===== config.mk =====
export PLATFORM = sky130hd
export DESIGN_NAME = tx_framer
export DESIGN_NICKNAME = d
export VERILOG_FILES = /design/src/rtl/tx_framer.sv
export SDC_FILE = /design/constraint.sdc
export NUM_CORES = 1
export LEC_CHECK = 0
export ABC_AREA = 0
export BUFFER_PORTS_ARGS = -buffer_cell sky130_fd_sc_hd__buf_2
export CORE_MARGIN = 2
export CORE_UTILIZATION = 55
export CTS_CLUSTER_DIAMETER = 60
export DETAILED_ROUTE_END_ITERATION = 8
export PLACE_DENSITY = 0.79
export REMOVE_ABC_BUFFERS = 1
export SLEW_MARGIN = 20
export SYNTH_ARGS = -nofsm -noshare
export SYNTH_HDL_FRONTEND = slang
export SYNTH_SLANG_ARGS = --single-unit

===== constraint.sdc =====
create_clock -name clk_i -period 2.2 [get_ports clk_i]
set_input_delay 0.33 -clock clk_i [delete_from_list [all_inputs] [get_ports clk_i]]
set_output_delay 0.33 -clock clk_i [all_outputs]
set_load 0.01 [all_outputs]

===== src/rtl/tx_framer.sv =====
// rtl/tx_framer.sv - wraps payload bytes in a sync/sequence header and optional XOR trailer
// Optional trailer byte is built when TX_FRAMER_CHECKSUM_EN is defined.
module tx_framer #(
  parameter int                 width_p       = 8,
  parameter int                 frame_bytes_p = 9600,
  parameter logic [width_p-1:0] sync0_p       = 8'hA5,
  parameter logic [width_p-1:0] sync1_p       = 8'h5A
) (
  input  logic               clk_i,
  input  logic               reset_i,
  input  logic               valid_i,
  output logic               ready_o,
  input  logic [width_p-1:0] data_i,
  output logic               valid_o,
  input  logic               ready_i,
  output logic [width_p-1:0] data_o,
  output logic [7:0]         seq_o,
  output logic               frame_done_o
);

  localparam int cnt_w_lp = (frame_bytes_p > 1) ? $clog2(frame_bytes_p) : 1;
  localparam logic [cnt_w_lp-1:0] last_cnt_lp = cnt_w_lp'(frame_bytes_p - 1);

  typedef enum logic [2:0] {
    IDLE,
    HDR0,
    HDR1,
    SEQ,
    PAYLOAD
`ifdef TX_FRAMER_CHECKSUM_EN
    , CSUM
`endif
  } state_e;

  state_e              state_r, state_n;
  logic [cnt_w_lp-1:0] cnt_r;
  logic                pay_hs;
  logic                frame_end;

`ifdef TX_FRAMER_CHECKSUM_EN
  logic [width_p-1:0]  csum_r;
`endif

  always_comb begin
    state_n   = state_r;
    valid_o   = 1'b0;
    ready_o   = 1'b0;
    data_o    = '0;
    pay_hs    = 1'b0;
    frame_end = 1'b0;
    unique case (state_r)
      IDLE: begin
        // Only start a header once upstream has a byte ready; the byte waits.
        if (valid_i) state_n = HDR0;
      end
      HDR0: begin
        valid_o = 1'b1;
        data_o  = sync0_p;
        if (ready_i) state_n = HDR1;
      end
      HDR1: begin
        valid_o = 1'b1;
        data_o  = sync1_p;
        if (ready_i) state_n = SEQ;
      end
      SEQ: begin
        valid_o = 1'b1;
        data_o  = width_p'(seq_o);
        if (ready_i) state_n = PAYLOAD;
      end
      PAYLOAD: begin
        valid_o = valid_i;
        ready_o = ready_i;
        data_o  = data_i;
        if (valid_i && ready_i) begin
          pay_hs = 1'b1;
          if (cnt_r == last_cnt_lp) begin
`ifdef TX_FRAMER_CHECKSUM_EN
            state_n = CSUM;
`else
            state_n   = IDLE;
            frame_end = 1'b1;
`endif
          end
        end
      end
`ifdef TX_FRAMER_CHECKSUM_EN
      CSUM: begin
        valid_o = 1'b1;
        data_o  = csum_r;
        if (ready_i) begin
          state_n   = IDLE;
          frame_end = 1'b1;
        end
      end
`endif
      default: state_n = IDLE;
    endcase
  end

  always_ff @(posedge clk_i or negedge reset_i) begin
    if (!reset_i) begin
      state_r      <= IDLE;
      cnt_r        <= '0;
      seq_o        <= 8'h00;
      frame_done_o <= 1'b0;
    end else begin
      state_r      <= state_n;
      frame_done_o <= frame_end;
      if (frame_end) seq_o <= seq_o + 8'h01;
      if (state_r == IDLE) begin
        cnt_r <= '0;
      end else if (pay_hs) begin
        cnt_r <= (cnt_r == last_cnt_lp) ? '0 : cnt_r + cnt_w_lp'(1);
      end
    end
  end

`ifdef TX_FRAMER_CHECKSUM_EN
  always_ff @(posedge clk_i or negedge reset_i) begin
    if (!reset_i) begin
      csum_r <= '0;
    end else if (state_r == IDLE) begin
      csum_r <= '0;
    end else if (pay_hs) begin
      csum_r <= csum_r ^ data_i;
    end
  end
`endif

endmodule


==> results of run 1 <==
## worst min path at each step
| stage | start | to | slack (ns) |
|---|---|---|---|
| after floorplan | reset_i | cnt_r[0] | 0.03 |
| after global placement | reset_i | state_r[0] | 0.36 |
| after detailed placement | reset_i | state_r[0] | 0.36 |
| after CTS | ready_i | state_r[2] | 0.37 |
| after global routing | ready_i | state_r[2] | 0.37 |
| final | ready_i | state_r[2] | 0.38 |
## per-stage QoR
stage / util (%) / setup slack, ns / hold WS, ns / total power [uW] / instances
3_3_place_gp: 63.7 / 0.453 / 0.357 / 1200 / 228
6_report: 65.9 / 0.107 / 0.381 / 1550 / 233
3_5_place_dp: 63.7 / 0.379 / 0.359 / 1230 / 228
2_1_floorplan: - / 0.247 / 0.0344 / 991 / 163
4_1_cts: 65.9 / 0.130 / 0.367 / 1560 / 233
5_1_grt: 65.9 / 0.0474 / 0.368 / 1650 / 233
## cell type report
cell class                 instances  share of cell area, %
sequential                        26                   35.2
multi-input combinational        131                   48.4
timing repair buffer              35                   10.3
clock buffer                       3                   1.22
clock inverter                     1                   1.62
inverter                           6                   1.22
tap                               31                   2.10
## synthesized netlist by cell type, drive strengths merged (3+ instances only)
library cell	count
nor2	5
nand3	12
nor3	5
clkbuf	5
xor2	7
a31oi	14
nor4	5
a21oi	7
or3	3
nand2	14
and3	4
o21ai	9
nand2b	5
nand4	7
a22o	4
buf	6
inv	6
dfrtp	26
## critical path, delay by kind of cell (launching register included)
kind	cells	cell delay, ns
flops	1	0.67
buf+inv	1	0.17
compound gates	2	0.27
simple gates	1	0.33
## flip-flops by register name (all words and copies together) (netlist names)
signal        count
state_r           3
frame_done_o      1
seq_o             8
cnt_r            14
## layer usage
metal,global-route usage (%),vias up,routed length (um),share of wire (%)
met4,8.77,0,35,0.91
met5,0,-,0,0
li1,-,715,-,-
met1,33.0,720,1710,44
met3,3.96,6,235,6.1
met2,37.6,61,1890,49
## cells by family after synthesis
family / Yosys count / share of synthesized area [%]
mux: 3 / 1.98
xor+xnor: 8 / 4.26
fa+ha+maj: 2 / 1.52
flops: 26 / 39.6
compound gates: 46 / 19.0
buf+inv: 17 / 6.01
simple gates: 72 / 27.6
## report_power, final
| part | switching [uW] | internal [uW] |
|---|---|---|
| logic | 367 | 273 |
| clock network | 142 | 184 |
| registers | 80.2 | 508 |
==> metrics.csv, run 1 <==
stage;metric;value;unit
outcome;outcome;finished with violations;
outcome;violations;DRC;
layout;layout_common_cells;30 x buf_2, 26 x dfrtp_1, 14 x a31oi_1, 13 x nand2_1, 11 x nand3_1;
worst_setup_path;path_cells;and2b_1 > a21oi_1 > o21ai_0 > buf_2;
min_path;min_path_cells;3;
worst_setup_path;r2r_setup_slack;0.33;ns
floorplan;dieArea;0.00344;mm^2
synth;synth_edf_count;0;
floorplan;row_count;19;
timing;fin_crit_sh;95.1;%
timing;tightest_slew;0.555;ns
timing;finalHoldViolCount;0;
drt;vias;1502;
worst_setup_path;cp-end-kind;output pin;
clocking;cts_tree;yes;
synth;ys_types;49;
clocking;hold_buffers;1;
worst_setup_path;slowest_stage;dfrtp_1;
floorplan;die_x;58.7;um
layout;register_area;651;um^2
synth;synth_area;0.00164;mm^2
synth;yosysWarnings;0;
synth;synth_top_area_share;39.6;%
clocking;clock-sinks;26;
synth;synth_top_flop_cell;dfrtp_1;
floorplan;die_h;58.7;um
layout;final_nets;217;
worst_setup_path;r2r-start;cnt_r[6];
flow_run;drv_cap;0;
timing;setup_viol;0;
placement;place.port_buffers;30;
timing;timing.fmax;478;MHz
worst_setup_path;endpoint;data_o[6];
clocking;ctsRootBufferMaster;clkbuf_4;
synth;async_flop_share;100;%
synth;synth_area_leaders;dfrtp_1 40%, a31oi_1 5.3%, xor2_1 3.7%;
drt;wirelength;3870;um
layout;multi_input_area;895;um^2
timing;fin_skew;0.0114;ns
worst_setup_path;crit_fanout;12;
timing;max_slew_margin;63.0;%
clocking;htreeDepth;1;
placement;dpl_cell_area;0.00179;mm^2
worst_setup_path;reg2reg_depth;5;
clocking;clk_pin_slew_worst_paths;0.15;ns
layout;n_fill_cell;239;
placement;dpl.hpwl;2840;um
clocking;clkLatencyLatePin;0.32;ns
pwr;powerDensity;841;mW/mm^2
timing;maxSlewViolCount;0;
clocking;post_cts_buffers;0;
timing;rsz0062_at_grt;no;
synth;ys_ff_latch;26;
drt;route.detailed.drc;1;
drt;ant_nets;0;
drt;via_per_inst;6.45;
worst_setup_path;arrival;1.76;ns
drt;drt_pre_antenna_iters;6;
synth;syn_avg_cell_area;9.45;um^2
layout;fin_area;0.00185;mm^2
worst_setup_path;startpoint_type;flop;
worst_setup_path;critPathLaunch;state_r[1];
worst_setup_path;path_class;reg -> out;
global_routing;grt_pass1_wl;6270;um
placement;gp_congestion;0.859;
clocking;cts_buffers;3;
layout;area_growth;12.5;%
worst_setup_path;slowest_delay;0.67;ns
drt;wl_per_cell;16.6;um
drt;dr.first_iter.drc_count;108;
global_routing;grt_usage;23.7;%
timing;min_period;2.09;ns
synth;synth_largest_area_cell;dfrtp_1;
worst_setup_path;required;1.87;ns
layout;drive_above_1_share;25.2;%
clocking;cts_resized;0;
clocking;clockBufferDepth;2;
floorplan;initial_core_util;58.6;%
min_path;worstHoldPathType;in -> reg;
pwr;ir_worst_vdd;0.454;mV
timing;tns;0;ns
floorplan;core;0.00281;mm^2
synth;synth.yosys.seq_area_share;39.6;%
pwr;p_leak;0.000874;uW
layout;final_common_cell;buf_2;
synth;synthCells;174;
global_routing;antenna_found_initial;0;
worst_setup_path;worst_r2r_endpoint;cnt_r[5];
global_routing;overflow;0;
global_routing;grt_max_degree;27;
layout;diodes;0;
floorplan;io_pins;31;
global_routing;grt_pass1_vias;1375;
Power figures use the tool's default switching activity.
==> run 2: changes to the inputs <==
--- a/config.mk
+++ b/config.mk
@@ -8,10 +8,10 @@
 export ABC_AREA = 0
 export BUFFER_PORTS_ARGS = -buffer_cell sky130_fd_sc_hd__buf_2
 export CORE_MARGIN = 2
-export CORE_UTILIZATION = 55
+export CORE_UTILIZATION = 53
 export CTS_CLUSTER_DIAMETER = 60
 export DETAILED_ROUTE_END_ITERATION = 8
-export PLACE_DENSITY = 0.79
+export PLACE_DENSITY = 0.77
 export REMOVE_ABC_BUFFERS = 1
 export SLEW_MARGIN = 20
 export SYNTH_ARGS = -nofsm -noshare
==> run 2 against run 1 <==
The run now ends clean. Routed wire length fell by 3.6%. Final area fell by 0.27%. First-iteration DRC count fell by 26%. Critical endpoint is now data_o[1]. Largest cell class unchanged.
==> metrics.csv, run 2 (synthesized netlist as in run 1, its figures left out) <==
stage;metric;value;unit
outcome;outcome;finished, final reports clean;
timing;tns;0;ns
placement;place.port_buffers;30;
pwr;total_power;1540;uW
clocking;htreeDepth;1;
layout;diodes;0;
clocking;cts_buffers;3;
timing;max_slew_margin;62.2;%
clocking;clockBufferDepth;2;
clocking;clkLatencyLatePin;0.33;ns
worst_setup_path;path_class;reg -> out;
pwr;p_sw_share;37.6;%
timing;min_period;1.99;ns
timing;fin_skew;0.00870;ns
drt;ant_nets;0;
timing;timing.fmax;503;MHz
clocking;cts_tree;yes;
layout;final_nets;216;
global_routing;grt_pass1_wl;6230;um
timing;finalHoldViolCount;0;
pwr;seq_power_share;37.3;%
drt;dr.first_iter.drc_count;80;
global_routing;grt_usage;23.2;%
placement;dpl.hpwl;2790;um
worst_setup_path;arrival;1.66;ns
layout;max_flop_register;cnt_r;
layout;final_common_cell;buf_2;
floorplan;die_h;59.7;um
clocking;clk_pin_slew_worst_paths;0.14;ns
flow_run;drv_cap;0;
timing;maxSlewViolCount;0;
global_routing;grt_pass1_vias;1305;
layout;area_growth;12.2;%
placement;gp_congestion;0.837;
global_routing;antenna_found_initial;0;
layout;largest_reg_flops;14;
drt;via_per_inst;6.18;
min_path;worstHoldPathType;in -> reg;
layout;drive_above_1_share;24.9;%
floorplan;io_pins;31;
floorplan;initial_core_util;54.8;%
floorplan;core;0.00300;mm^2
layout;largestRegisters;cnt_r (14), seq_o (8), state_r (3);
min_path;min_path_cells;3;
timing;setup_viol;0;
timing;fin_crit_sh;90.3;%
drt;wirelength;3730;um
pwr;net-switching-power;580;uW
timing;hold_ws;0.373;ns
worst_setup_path;cp-end-kind;output pin;
global_routing;overflow;0;
worst_setup_path;reg2reg_depth;5;
global_routing;grt_max_degree;27;
layout;n_fill_cell;266;
pwr;powerDensity;837;mW/mm^2
worst_setup_path;crit_fanout;11;
worst_setup_path;startpoint_type;flop;
floorplan;die_x;59.7;um
timing;tightest_slew;0.568;ns
timing;rsz0062_at_grt;no;
layout;utilization;61.4;%
drt;vias;1445;
drt;route.detailed.drc;0;
pwr;p_leak;0.000869;uW
pwr;ir_worst_vdd;0.434;mV
drt;drt_pre_antenna_iters;4;
floorplan;row_count;20;
drt;wl_per_cell;15.9;um
clocking;ctsRootBufferMaster;clkbuf_4;
worst_setup_path;required;1.87;ns
pwr;internal_power;964;uW
clocking;cts_resized;0;
clocking;hold_buffers;1;
layout;layout_common_cells;30 x buf_2, 26 x dfrtp_1, 14 x a31oi_1, 13 x nand2_1, 11 x nand3_1;
pwr;comb_power_share;41.5;%
pwr;clock_power_share;21.2;%
clocking;clock-sinks;26;
floorplan;dieArea;0.00356;mm^2
clocking;post_cts_buffers;0;
run 2: critical path, stage by stage, from the launching register on:
cell	delay, ns
dfrtp_1	0.43
buf_4	0.19
and2b_1	0.28
a21oi_1	0.07
o21ai_0	0.19
buf_2	0.17
run 2: layout make-up:
cell class / count / area [um^2] / share of cell area (%)
inverter: 6 / 22.5 / 1.22
timing repair buffer: 34 / 183 / 9.91
tap: 33 / 41.3 / 2.24
multi-input combinational: 131 / 895 / 48.5
clock inverter: 1 / 30.0 / 1.63
sequential: 26 / 651 / 35.3
clock buffer: 3 / 22.5 / 1.22
run 2: per-stage QoR:
| stage | instance area (um^2) | setup WS [ns] | cells |
|---|---|---|---|
| floorplan | 1570 | 0.247 | 163 |
| global placement | 1780 | 0.396 | 229 |
| detailed placement | 1780 | 0.316 | 229 |
| CTS | 1840 | 0.226 | 234 |
| global route | 1840 | 0.0691 | 234 |
| finish | 1840 | 0.213 | 234 |
run 2: final timing paths:
kind                             from         end  slack, ns
setup / recovery           state_r[1]   data_o[1]       0.21
hold / removal                ready_i  state_r[2]       0.37
setup reg to reg           state_r[2]   cnt_r[13]       0.27
hold reg to reg              seq_o[7]    seq_o[7]       0.52
max in group asynchronous     reset_i    cnt_r[6]       1.32
min in group asynchronous     reset_i  state_r[0]       0.50
run 2: layer usage:
metal  wire [um]  global-route usage [%]  up-vias
met5           0                       0        -
met4          42                    6.67        0
met3         207                    3.46        5
met2        1820                    35.9       36
met1        1660                    33.7      687
li1            -                       -      717
run 2: power by group through the flow:
stage | clock network [uW] | registers, uW | logic (uW)
floorplan | 0 | 584 | 407
global placement | 0 | 577 | 630
detailed placement | 0 | 583 | 639
CTS | 338 | 574 | 641
global route | 356 | 588 | 707
finish | 328 | 576 | 640
